==> src/rtl/shift_rows_stage.sv <==
// AES ShiftRows / InvShiftRows pipeline stage with valid/ready handshake and a 2-entry skid buffer.
// The transform is applied on the input side so both holding registers store finished beats.
module shift_rows_stage #(
    parameter int TAG_W = 4,
    parameter int CNT_W = 16
) (
    input  logic             clk_i,
    input  logic             rst_i,
    input  logic             in_valid_i,
    output logic             in_ready_o,
    input  logic             enc_or_dec_i,
    input  logic [127:0]     in_state_i,
    input  logic [TAG_W-1:0] in_round_i,
    input  logic             in_last_i,
    output logic             out_valid_o,
    input  logic             out_ready_i,
    output logic [127:0]     out_state_o,
    output logic [TAG_W-1:0] out_round_o,
    output logic             out_last_o,
    output logic [CNT_W-1:0] beat_cnt_o
);

    typedef struct packed {
        logic [127:0]     state;
        logic [TAG_W-1:0] round;
        logic             last;
    } beat_t;

    beat_t            in_beat, main_q, skid_q;
    logic             main_valid, skid_valid;
    logic [127:0]     shifted;
    logic [CNT_W-1:0] beat_cnt_q;
    logic             in_xfer, out_xfer;

    // Byte (r,c) sits at bits [127-32c-8r -: 8]; each output byte picks its source column per direction.
    for (genvar c = 0; c < 4; c++) begin : g_col
        for (genvar r = 0; r < 4; r++) begin : g_row
            localparam int ENC_C = (c + r) % 4;
            localparam int DEC_C = (c - r + 4) % 4;
            assign shifted[127-32*c-8*r -: 8] = enc_or_dec_i ? in_state_i[127-32*ENC_C-8*r -: 8]
                                                             : in_state_i[127-32*DEC_C-8*r -: 8];
        end
    end

    assign in_beat  = {shifted, in_round_i, in_last_i};
    assign in_xfer  = in_valid_i & in_ready_o;
    assign out_xfer = out_valid_o & out_ready_i;

    always_ff @(posedge clk_i) begin
        if (rst_i) begin
            main_q     <= '0;
            skid_q     <= '0;
            main_valid <= 1'b0;
            skid_valid <= 1'b0;
            beat_cnt_q <= '0;
        end else begin
            if (out_xfer && skid_valid) begin
                main_q     <= skid_q;
                skid_valid <= 1'b0;
            end else if (in_xfer && (!main_valid || out_xfer)) begin
                main_q     <= in_beat;
                main_valid <= 1'b1;
            end else if (in_xfer) begin
                skid_q     <= in_beat;
                skid_valid <= 1'b1;
            end else if (out_xfer) begin
                main_valid <= 1'b0;
            end
            if (out_xfer && beat_cnt_q != {CNT_W{1'b1}})
                beat_cnt_q <= beat_cnt_q + 1'b1;
        end
    end

    // Ready depends only on the skid flop, so no combinational path from out_ready_i.
    assign in_ready_o  = ~skid_valid;
    assign out_valid_o = main_valid;
    assign out_state_o = main_q.state;
    assign out_round_o = main_q.round;
    assign out_last_o  = main_q.last;
    assign beat_cnt_o  = beat_cnt_q;

endmodule

==> config.mk <==
export PLATFORM = sky130hd
export DESIGN_NAME = shift_rows_stage
export DESIGN_NICKNAME = d
export VERILOG_FILES = /design/src/rtl/shift_rows_stage.sv
export SDC_FILE = /design/constraint.sdc
export NUM_CORES = 1
export LEC_CHECK = 0
export ABC_AREA = 1
export CORE_MARGIN = 1.5
export CORE_UTILIZATION = 54
export CTS_BUF_LIST = sky130_fd_sc_hd__clkbuf_8 sky130_fd_sc_hd__clkbuf_16
export CTS_CLUSTER_DIAMETER = 200
export CTS_CLUSTER_SIZE = 24
export DETAILED_ROUTE_END_ITERATION = 7
export HOLD_SLACK_MARGIN = 0.08
export PLACE_DENSITY_LB_ADDON = 0.12
export SLEW_MARGIN = 25
export SYNTH_ARGS = -nofsm -noshare
export SYNTH_HDL_FRONTEND = slang
export SYNTH_SLANG_ARGS = --single-unit
==> constraint.sdc <==
create_clock -name clk_i -period 2.45 [get_ports clk_i]
set_input_delay 0.3675 -clock clk_i [delete_from_list [all_inputs] [get_ports clk_i]]
set_output_delay 0.3675 -clock clk_i [all_outputs]
set_load 0.01 [all_outputs]
# After elaboration in Yosys (flattened, before gate mapping)
# Cells that the tools add are included.
dict set report classes {
  add_sub_neg 1
  n_mul 0
  n_div 0
  order_cmp 0
  eq_ne 2
  n_shift 0
  mux 13
  bitwise 5
  n_reduce_logical 11
}
# cell n
set op_table {}
lappend op_table {{two-way mux 133 bit} 2}
lappend op_table {{two-way mux 8 bit} 8}
lappend op_table {{adder 16 x 1 -> 16 bit, second input constant} 1}
lappend op_table {{!= test 16 bit, second input constant} 1}
lappend op_table {{AND reduction 3 bit} 2}
lappend op_table {{nonzero test 2 bit} 2}
lappend op_table {{logical AND 1 bit} 3}
lappend op_table {{two-way mux 1 bit} 3}
lappend op_table {{inverter 1 bit} 3}
lappend op_table {{AND 1 bit} 2}
lappend op_table {{!= test 2 x 1 -> 1 bit, second input constant} 1}
lappend op_table {{AND reduction 2 bit} 1}
lappend op_table {{OR reduction 2 bit} 1}
lappend op_table {{logical NOT 1 bit} 1}
lappend op_table {{logical OR 1 bit} 1}
dict set report totals {
  reg_bits 284
  latchBits 0
  mem_bits_rw 0
  rom_bits 0
  output_inout_bits 151
  word_cells 41
  n_memories 0
}

# Longest topological paths before layout
dict set report logic_depth {
  word_depth 5
  mapped_depth 9
  ltp_nobuf 9
}

# Worst setup path after synthesis
# OpenSTA, ideal clock, no wires.
dict set report synth_timing {
  path_kind {flip-flop to flip-flop}
  start {register beat_cnt_q[0], in the netlist beat_cnt_o[0]}
  end {register beat_cnt_q[5], in the netlist beat_cnt_o[5]}
  t_arrival_ns 1.505
  t_required_ns 2.382
  slack_ns 0.877
  stages_incl_launch_ff 9
  path_buffers 1
  cell_sequence {dfxtp_1 > ha_1 > nand2_2 > nor2_4 > nand2_4 > o21ai_4 > buf_6 > nand2_1 > a21oi_2}
}
dict set report synth_via {
  elab_chain_cells 2
  elab_cells_between_ends 3
  classes_between {add/sub (1); eq/ne (1); reduce/logical (1)}
}
# element line
set synth_rtl {}
lappend synth_rtl {{start, declared} 32} ;# logic [CNT_W-1:0] beat_cnt_q;
lappend synth_rtl {{start signal, assigned} 70} ;# beat_cnt_q <= beat_cnt_q + 1'b1;
lappend synth_rtl {{branches (longest 2 deep; another with adder 16 x 1 -> 16 bit)} --}
# Parallel ways; which one is timed is not known.
# A chain may end at the register's enable or synchronous reset.

# Final worst setup path
dict set report layout_timing {
  start {register beat_cnt_q[8], in the netlist beat_cnt_o[8]}
  end {output beat_cnt_o[8]}
}
# element line
set layout_lines {}
lappend layout_lines {{end, declared} 20} ;# output logic [CNT_W-1:0] beat_cnt_o
# No word-level cell between the ends.

==> flow_metrics.tcl <==
set metrics [dict create \
    synth_area_per_cell_um2 7.193 \
    cp-start-kind "flip-flop" \
    gp_routability_congestion 0.8466 \
    multi_input_area_mm2 0.005338 \
    areaGrowthSynthToFinish_pct 28.63 \
    finalHoldViolCount 0 \
    drive_gt1_share_pct 3.918 \
    hold_path.class "in2reg" \
    drt_iter0_markers 861 \
    htree_num_levels 1 \
    io_pins 289 \
    fin_crit_sh_pct 78.11 \
    irDropWorstVdd_uv 496.2 \
    ctsResizeCount 0 \
    hold_buffers 0 \
    syn_area_mm2 0.01194 \
    status "finished clean" \
    path_clk_slew_ns 0.10 \
    netlist_instances 1660 \
    grt_overflow 0 \
    grt_pass1_vias 10680 \
    syn_nets 1799 \
    crit_buf_inv 1 \
    path_cells "clkdlybuf4s50_1" \
    via_count 11870 \
    max_freq_ghz 0.5226 \
    max_slew_margin_pct 39.75 \
    rsz0062_at_grt "false" \
    critPathMaxFanout 6 \
    total_power_mw 9.533 \
    first_pass_iters 5 \
    antenna_left 0 \
    max_cap_violations 0 \
    fillCellCount 1812 \
    crit_path_top_delay_cell "clkdlybuf4s50_1" \
    whs_ns 0.4086 \
    cp.arrival_ns 1.55 \
    critPathMaxStageDelay_ns 0.59 \
    antenna_found_initial 2 \
    period_minus_slack_ns 1.914 \
    finalMaxSlewViolations 0 \
    worst-setup-path-type "reg2out" \
    clkSinkCount 284 \
    die_area_mm2 0.02301 \
    crit_path_end_kind "output pin" \
    post-dp-hpwl_mm 24.42 \
    finalSetupViolations 0 \
    nets 2003 \
    grt_max_degree 118 \
    wl_mm 36.60 \
    worst_slew_pin_slew_ns 0.8944 \
    ys_seq_area_share_pct 47.62 \
    p_leak_nw 5.816 \
    cp_top_family "buffers and inverters" \
    clkLatencyLatePin_ns 0.49 \
    initial_utilization_pct 54.88 \
    tritoncts.num_buffers 15 \
    die_y_um 151.7 \
    route.detailed.drc 0 \
    p_per_area_mw_per_mm2 620.7 \
    skew_ns 0.01799 \
    yosys_warnings 0 \
    viasPerCell 5.536 \
    post_cts_buffers 0 \
    fin_setup_tns_ns 0 \
    coreArea_mm2 0.02176 \
    die_w_um 151.7 \
    clockRootBuffer "clkbuf_16" \
    rows 54 \
    worst_ep_required_time_ns 2.08 \
    register_area_mm2 0.005685 \
    synth.ff_latch_count 284 \
    track_usage_pct 30.62 \
    port_buffers 288 \
    ys_types 25 \
    clock_path_buffers 3 \
    grt_pass1_wl_mm 56.15 \
    cts_tree "done" \
    wire_per_inst_um 17.07 \
]
power by group:
| group | total, mW | internal (mW) | leakage [nW] | switching, mW |
|---|---|---|---|---|
| logic | 1.76 | 0.841 | 3.29 | 0.919 |
| clock network | 2.68 | 1.21 | 0.199 | 1.47 |
| registers | 5.09 | 4.92 | 2.33 | 0.169 |
cell usage after synthesis (all sizes together):
library cell / instances / area [um2]
a21oi: 325 / 1638
nand2: 304 / 1174
o21ai: 298 / 1503
dfxtp: 284 / 5685
nor2: 216 / 848.3
inv: 79 / 296.5
clkbuf: 71 / 267.8
buf: 59 / 357.9
a211oi: 7 / 52.55
nand3: 7 / 35.03
xor2: 6 / 52.55
nand4: 2 / 12.51
ha: 1 / 12.51
nor3: 1 / 5.000
through the flow:
step	util, %	cells	setup slack [ns]	cell area [um2]
2_1_floorplan	-	1660	0.8772	11940
3_3_place_gp	68.72	2127	0.4223	14950
3_5_place_dp	68.72	2127	0.3554	14950
4_1_cts	70.58	2143	0.5212	15360
5_1_grt	70.58	2143	0.4723	15360
6_report	70.59	2144	0.5364	15360
worst paths after layout:
kind                                                 start                       endpoint  slack [ns]  cells after the start
worst max-delay path            beat_cnt_o[8]$_SDFFE_PP0P_                  beat_cnt_o[8]        0.54                      1
worst min-delay path                                 rst_i  out_state_o[103]$_SDFFE_PP0P_        0.41                      4
worst max register to register  beat_cnt_o[0]$_SDFFE_PP0P_    beat_cnt_o[11]$_SDFFE_PP0P_        0.70                      8
worst min register to register      skid_q[8]$_SDFFE_PP0P_         skid_q[8]$_SDFFE_PP0P_        0.46                      2
cell type report:
type | count | area share, %
timing repair buffer | 317 | 21.28
multi-input combinational | 1167 | 34.75
antenna | 1 | 0.01629
sequential | 284 | 37.02
clock buffer | 15 | 2.444
inverter | 79 | 2.012
clock inverter | 1 | 0.1955
tap | 280 | 2.281
layer usage:
| metal | track usage, % | routed length (um) |
|---|---|---|
| met5 | 0 | 17 |
| met4 | 8.942 | 968 |
| met3 | 8.084 | 3727 |
| met2 | 49.55 | 16940 |
| met1 | 40.08 | 14950 |
cells by family after synthesis:
logic type	after synthesis	synth area share, %
AO/OA/AOI/OAI	630	26.74
AND/OR/NAND/NOR	530	17.37
flip-flops	284	47.62
buffers and inverters	209	7.723
XOR/XNOR	6	0.4401
adder cells (fa/ha/maj)	1	0.1048
cells in the final DEF (no fill, tap or decap), types with 15 or more instances in the layout:
cell and instances:
a21oi_1 322, buf_4 16, clkbuf_16 15, clkdlybuf4s50_1 286, dfxtp_1 284, inv_1 73
nand2_1 293, nor2_1 211, o21ai_0 277, o21ai_1 20
state kept, by name, indices dropped and copies added (netlist names):
register	count
out_last_o	1
skid_valid	1
out_state_o	128
out_valid_o	1
skid_q	133
beat_cnt_o	16
out_round_o	4
Note: power is estimated with default switching activity, not from simulation.
